## src/rtl/router_pkg.sv

```systemverilog
`default_nettype none
// +--------------------------------------------------------------------+
// | router_pkg : shared types and defaults for the 1x3 router control  |
// | Rev 1.0                                                            |
// +--------------------------------------------------------------------+
package router_pkg;

   localparam int          ADDR_W_DEF    = 2;
   localparam int          NUM_PORTS_DEF = 3;
   localparam logic [1:0]  INVALID_ADDR  = 2'b11;

   typedef enum logic [2:0] {
      DECODE_ADDRESS     = 3'd0,
      WAIT_TILL_EMPTY    = 3'd1,
      LOAD_FIRST_DATA    = 3'd2,
      LOAD_DATA          = 3'd3,
      FIFO_FULL_STATE    = 3'd4,
      LOAD_AFTER_FULL    = 3'd5,
      LOAD_PARITY        = 3'd6,
      CHECK_PARITY_ERROR = 3'd7
   } state_t;

endpackage
`default_nettype wire

```

## src/rtl/router_fsm.sv

```systemverilog
`default_nettype none
// +--------------------------------------------------------------------+
// | router_fsm : packet control FSM, address decode and FIFO write path |
// | Rev 1.0                                                            |
// +--------------------------------------------------------------------+
module router_fsm
   import router_pkg::*;
#(
   parameter int ADDR_W    = ADDR_W_DEF,
   parameter int NUM_PORTS = NUM_PORTS_DEF
) (
   input  logic                 clk,
   input  logic                 reset,
   input  logic                 packet_valid,
   input  logic [ADDR_W-1:0]    datain,
   input  logic                 fifo_full,
   input  logic [NUM_PORTS-1:0] fifo_empty,
   input  logic [NUM_PORTS-1:0] soft_reset,
   input  logic                 parity_done,
   input  logic                 low_packet_valid,
   output logic                 detect_add,
   output logic                 lfd_state,
   output logic                 ld_state,
   output logic                 full_state,
   output logic                 laf_state,
   output logic                 rst_int_reg,
   output logic                 write_enb_reg,
   output logic                 busy
);

   state_t             state_q, state_d;
   logic [ADDR_W-1:0]  addr_q, addr_d;
   logic               detect_add_q, lfd_state_q, ld_state_q, full_state_q;
   logic               laf_state_q, rst_int_reg_q, write_enb_reg_q, busy_q;
   logic               detect_add_d, lfd_state_d, ld_state_d, full_state_d;
   logic               laf_state_d, rst_int_reg_d, write_enb_reg_d, busy_d;
   logic               sel_soft, sel_empty, dec_ok, dec_empty;

   // Port selection by loop so out-of-range addresses simply select nothing
   always_comb begin
      sel_soft  = 1'b0;
      sel_empty = 1'b0;
      dec_ok    = 1'b0;
      dec_empty = 1'b0;
      for (int i = 0; i < NUM_PORTS; i++) begin
         if (addr_q == ADDR_W'(i)) begin
            sel_soft  = soft_reset[i];
            sel_empty = fifo_empty[i];
         end
         if (datain == ADDR_W'(i)) begin
            dec_ok    = 1'b1;
            dec_empty = fifo_empty[i];
         end
      end
   end

   always_comb begin
      state_d = state_q;
      addr_d  = addr_q;
      if (state_q == DECODE_ADDRESS && packet_valid)
         addr_d = datain;
      if (state_q != DECODE_ADDRESS && sel_soft) begin
         state_d = DECODE_ADDRESS;
      end else begin
         case (state_q)
            DECODE_ADDRESS:
               if (packet_valid && dec_ok)
                  state_d = dec_empty ? LOAD_FIRST_DATA : WAIT_TILL_EMPTY;
            WAIT_TILL_EMPTY:
               if (sel_empty) state_d = LOAD_FIRST_DATA;
            LOAD_FIRST_DATA:
               state_d = LOAD_DATA;
            LOAD_DATA:
               if (fifo_full)          state_d = FIFO_FULL_STATE;
               else if (!packet_valid) state_d = LOAD_PARITY;
            FIFO_FULL_STATE:
               if (!fifo_full) state_d = LOAD_AFTER_FULL;
            LOAD_AFTER_FULL:
               if (parity_done)           state_d = DECODE_ADDRESS;
               else if (low_packet_valid) state_d = LOAD_PARITY;
               else                       state_d = LOAD_DATA;
            LOAD_PARITY:
               state_d = CHECK_PARITY_ERROR;
            CHECK_PARITY_ERROR:
               state_d = fifo_full ? FIFO_FULL_STATE : DECODE_ADDRESS;
            default:
               state_d = DECODE_ADDRESS;
         endcase
      end
   end

   // Strobes decoded from the next state and registered, so they track state_q exactly
   always_comb begin
      detect_add_d    = (state_d == DECODE_ADDRESS);
      lfd_state_d     = (state_d == LOAD_FIRST_DATA);
      ld_state_d      = (state_d == LOAD_DATA);
      full_state_d    = (state_d == FIFO_FULL_STATE);
      laf_state_d     = (state_d == LOAD_AFTER_FULL);
      rst_int_reg_d   = (state_d == CHECK_PARITY_ERROR);
      write_enb_reg_d = (state_d == LOAD_DATA) || (state_d == LOAD_PARITY) ||
                        (state_d == LOAD_AFTER_FULL);
      busy_d          = !((state_d == DECODE_ADDRESS) || (state_d == LOAD_DATA));
   end

   always_ff @(posedge clk) begin
      if (reset) begin
         state_q         <= DECODE_ADDRESS;
         addr_q          <= '0;
         detect_add_q    <= 1'b1;
         lfd_state_q     <= 1'b0;
         ld_state_q      <= 1'b0;
         full_state_q    <= 1'b0;
         laf_state_q     <= 1'b0;
         rst_int_reg_q   <= 1'b0;
         write_enb_reg_q <= 1'b0;
         busy_q          <= 1'b0;
      end else begin
         state_q         <= state_d;
         addr_q          <= addr_d;
         detect_add_q    <= detect_add_d;
         lfd_state_q     <= lfd_state_d;
         ld_state_q      <= ld_state_d;
         full_state_q    <= full_state_d;
         laf_state_q     <= laf_state_d;
         rst_int_reg_q   <= rst_int_reg_d;
         write_enb_reg_q <= write_enb_reg_d;
         busy_q          <= busy_d;
      end
   end

   assign detect_add    = detect_add_q;
   assign lfd_state     = lfd_state_q;
   assign ld_state      = ld_state_q;
   assign full_state    = full_state_q;
   assign laf_state     = laf_state_q;
   assign rst_int_reg   = rst_int_reg_q;
   assign write_enb_reg = write_enb_reg_q;
   assign busy          = busy_q;

endmodule
`default_nettype wire

```

## config.mk

```make
export PLATFORM = sky130hd
export DESIGN_NAME = router_fsm
export DESIGN_NICKNAME = d
export VERILOG_FILES = /design/src/rtl/router_pkg.sv /design/src/rtl/router_fsm.sv
export SDC_FILE = /design/constraint.sdc
export NUM_CORES = 1
export LEC_CHECK = 0
export ABC_AREA = 1
export BUFFER_PORTS_ARGS = -buffer_cell sky130_fd_sc_hd__clkbuf_2
export CORE_UTILIZATION = 43
export DETAILED_ROUTE_END_ITERATION = 10
export PLACE_DENSITY_LB_ADDON = 0.1
export SLEW_MARGIN = 20
export SYNTH_ARGS = -nofsm -noshare
export SYNTH_HDL_FRONTEND = slang
export SYNTH_SLANG_ARGS = --single-unit
```

## constraint.sdc

```tcl
create_clock -name clk -period 1.1 [get_ports clk]
set_input_delay 0.11 -clock clk [delete_from_list [all_inputs] [get_ports clk]]
set_output_delay 0.11 -clock clk [all_outputs]
set_load 0.05 [all_outputs]
```

==> metrics.csv <==
stage,metric,value,unit
placement,portBuffers,21,
cells_and_area,diodes,0,
die,start_util,0.466,
sta,holdWs,0.135,ns
sta,worst_slew_pin_slew,0.281,ns
sta,slew_viol_final,0,
synthesis,synth.distinct_cells,18,
sta,period_needed,1.28,ns
synthesis,synth-seq-cells,13,
global_routing,grt_max_degree,8,
critical_path,arrival,1.47,ns
status,violations,setup timing,
worst_hold_path,min_path_type,input pin to flip-flop,
placement,gp_congestion,0.792,
synthesis,synth.avg_cell_area,6.82,um2
global_routing,grt_use_total,0.209,
sta,fmax,0.783,GHz
pwr,comb_power_share,0.495,
drt,drc,0,
cells_and_area,top_register,state_q,
drt,initialDrtViolationCount,16,
pwr,power.internal,1.00,mW
drt,wl,1.71,mm
pwr,power.switching,809,uW
global_routing,overflow,0,
cells_and_area,drive_gt1_frac,0.511,
sta,setup_viol,11,
pwr,power.density,1790,nW/um2
sta,rsz0062_at_grt,yes,
clock_network,worstSkewPairLatency,0.28,ns
sta,final.setup.tns,-1.43,ns
placement,dp_hpwl,1.26,mm
clock_network,htreeDepth,1,
clock_network,clk_pin_slew,0.07,ns
drt,via_count,776,
die,core-area,1520,um2
critical_path,cp_max_fo,5,
critical_path,cp-end-kind,flip-flop,
critical_path,cp-start-kind,flip-flop,
sta,fin_ws,-0.178,ns
cells_and_area,nets,152,
sta,hold_viol,0,
pwr,vdd_drop_max,1050,uV
pwr,p_clk_frac,0.162,
drt,viasPerCell,5.07,
clock_network,numCtsBuffers,3,
synthesis,netlist_area,709,um2
die,design.die.area,1820,um2
synthesis,seq_area_frac_synth,0.367,
die,io_pins,22,
clock_network,cts_buffer_depth,2,
cells_and_area,nFillCells,142,
global_routing,grt_pass1_vias,694,
critical_path,required,1.29,ns
cells_and_area,seqCellArea,274,um2
clock_network,clock-sinks,13,
sta,period_share,1.16,
die,die_h,42.6,um
job,cap_violations,0,
sta,slew_headroom,0.813,
cells_and_area,largest_reg_flops,3,
die,die_x,42.6,um
synthesis,netlist_instances,104,
drt,ant_nets,0,
pwr,power.leakage,0.498,nW
pwr,seq_power_share,0.343,
synthesis,syn_nets,118,
sta,fin_skew,0.00939,ns
status,status,"complete, but fails checks",
die,rows,14,
cells_and_area,biggestRegsByFlops,"state_q: 3 flops, addr_q: 2 flops",
pwr,swShare,0.446,
clock_network,cts_tree,built,
drt,wl_per_cell,11.2,um
cells_and_area,multiInputGateArea,454,um2
drt,drtPass1Iterations,4,
critical_path,path_class,flip-flop to flip-flop,
cells_and_area,syn2layout_area_growth,42.9,%
global_routing,antenna_found_initial,0,
global_routing,grt_pass1_wl,2.82,mm
synthesis,synth_warnings,0,
clock_network,clock-root-buffer,clkbuf_4,
[power by group through the flow]
stage | combinational (mW) | sequential, mW | clock [mW]
2_1_floorplan | 0.416 | 0.774 | 0
5_1_grt | 0.984 | 0.630 | 0.317
4_1_cts | 0.855 | 0.615 | 0.293
6_report | 0.897 | 0.623 | 0.293
3_5_place_dp | 0.769 | 0.614 | 0
3_3_place_gp | 0.758 | 0.613 | 0
[metal layers]
| metal | part of all wire | up-vias | global-route usage |
|---|---|---|---|
| met3 | 0.049 | 4 | 0.0690 |
| met5 | 0 | - | 0 |
| met4 | 0.017 | 0 | 0.0750 |
| met2 | 0.51 | 25 | 0.364 |
| met1 | 0.42 | 338 | 0.233 |
| li1 | - | 409 | - |
[cell usage after synthesis]
| cell type | n | area (um2) |
|---|---|---|
| nand2_2 | 5 | 31.3 |
| nor2_4 | 2 | 22.5 |
| inv_2 | 3 | 11.3 |
| nand4_1 | 3 | 18.8 |
| a21oi_2 | 1 | 8.76 |
| o21ai_0 | 3 | 15.0 |
| o21ai_1 | 2 | 10.0 |
| a21oi_1 | 2 | 10.0 |
| nand3_1 | 19 | 95.1 |
| inv_1 | 12 | 45.0 |
| a31oi_1 | 1 | 6.26 |
| nor2_2 | 3 | 18.8 |
| nand3_2 | 3 | 30.0 |
| o21ai_2 | 1 | 8.76 |
| dfxtp_1 | 13 | 260 |
| nand2_1 | 19 | 71.3 |
| nor2_1 | 11 | 41.3 |
| nor3_1 | 1 | 5.00 |
[kinds of logic (layout without fill, tap and decap cells)]
logic type,count (synthesis),count (layout),share of synthesized area
DFF,13,13,0.367
buffers and inverters,15,48,0.0794
AOI/OAI and AO/OA,10,10,0.0829
and+or+nand+nor,66,66,0.471
[critical path, stage by stage, from the launching register on]
cell and delay, ns:
dfxtp_4 0.37, inv_4 0.08, nand2_2 0.06, o21ai_2 0.11, inv_1 0.06, nor2_2 0.10, nand2_2 0.11, buf_4 0.14
a31oi_1 0.17
[placed cells by master, fill, tap and decap left out]
master	count
clkbuf_2	21
nand3_1	17
nand2_1	14
inv_1	9
nand2_2	9
nor2_1	8
dfxtp_1	8
buf_4	6
nor2_4	4
nand3_2	4
nor2_2	4
inv_2	3
nand4_1	3
clkbuf_4	3
dfxtp_4	3
o21ai_1	2
inv_4	2
o21ai_0	2
a21oi_1	2
o21ai_2	2
dfxtp_2	2
buf_6	2
inv_6	1
nand3_4	1
nor3_2	1
nand2_4	1
a31oi_1	1
a21oi_2	1
clkbuf_1	1
[what timing repair did]
action	4_1_cts	5_1_grt
setup endpoints to repair	12	13
setup buffers	1	3
hold buffers	0	0
pin swaps	3	5
resized for setup	18	8
[cell type report]
class	count	area share
inverters	15	0.0654
flip-flops and latches	13	0.270
well taps	16	0.0198
multi-input cells	76	0.448
repair buffers	29	0.170
clock buffers	4	0.0259
[through the flow]
stage	utilization	cell area [um2]	cells	worst slack [ns]	power, mW
6_report	0.665	1010	153	-0.178	1.81
5_1_grt	0.665	1010	153	-0.263	1.93
4_1_cts	0.633	965	150	-0.147	1.76
3_5_place_dp	0.575	876	145	-0.156	1.38
3_3_place_gp	0.575	876	145	-0.143	1.37
2_1_floorplan	-	721	104	-0.0215	1.19
[worst paths after layout]
kind,start,to,slack [ns],cells past startpoint
hold reg to reg,addr_q[1],addr_q[1],0.52,2
hold / removal,reset,state_q[1],0.13,3
setup reg to reg,state_q[1],full_state,-0.18,8
setup / recovery,state_q[1],full_state,-0.18,8
Power figures use the tool's default switching activity.
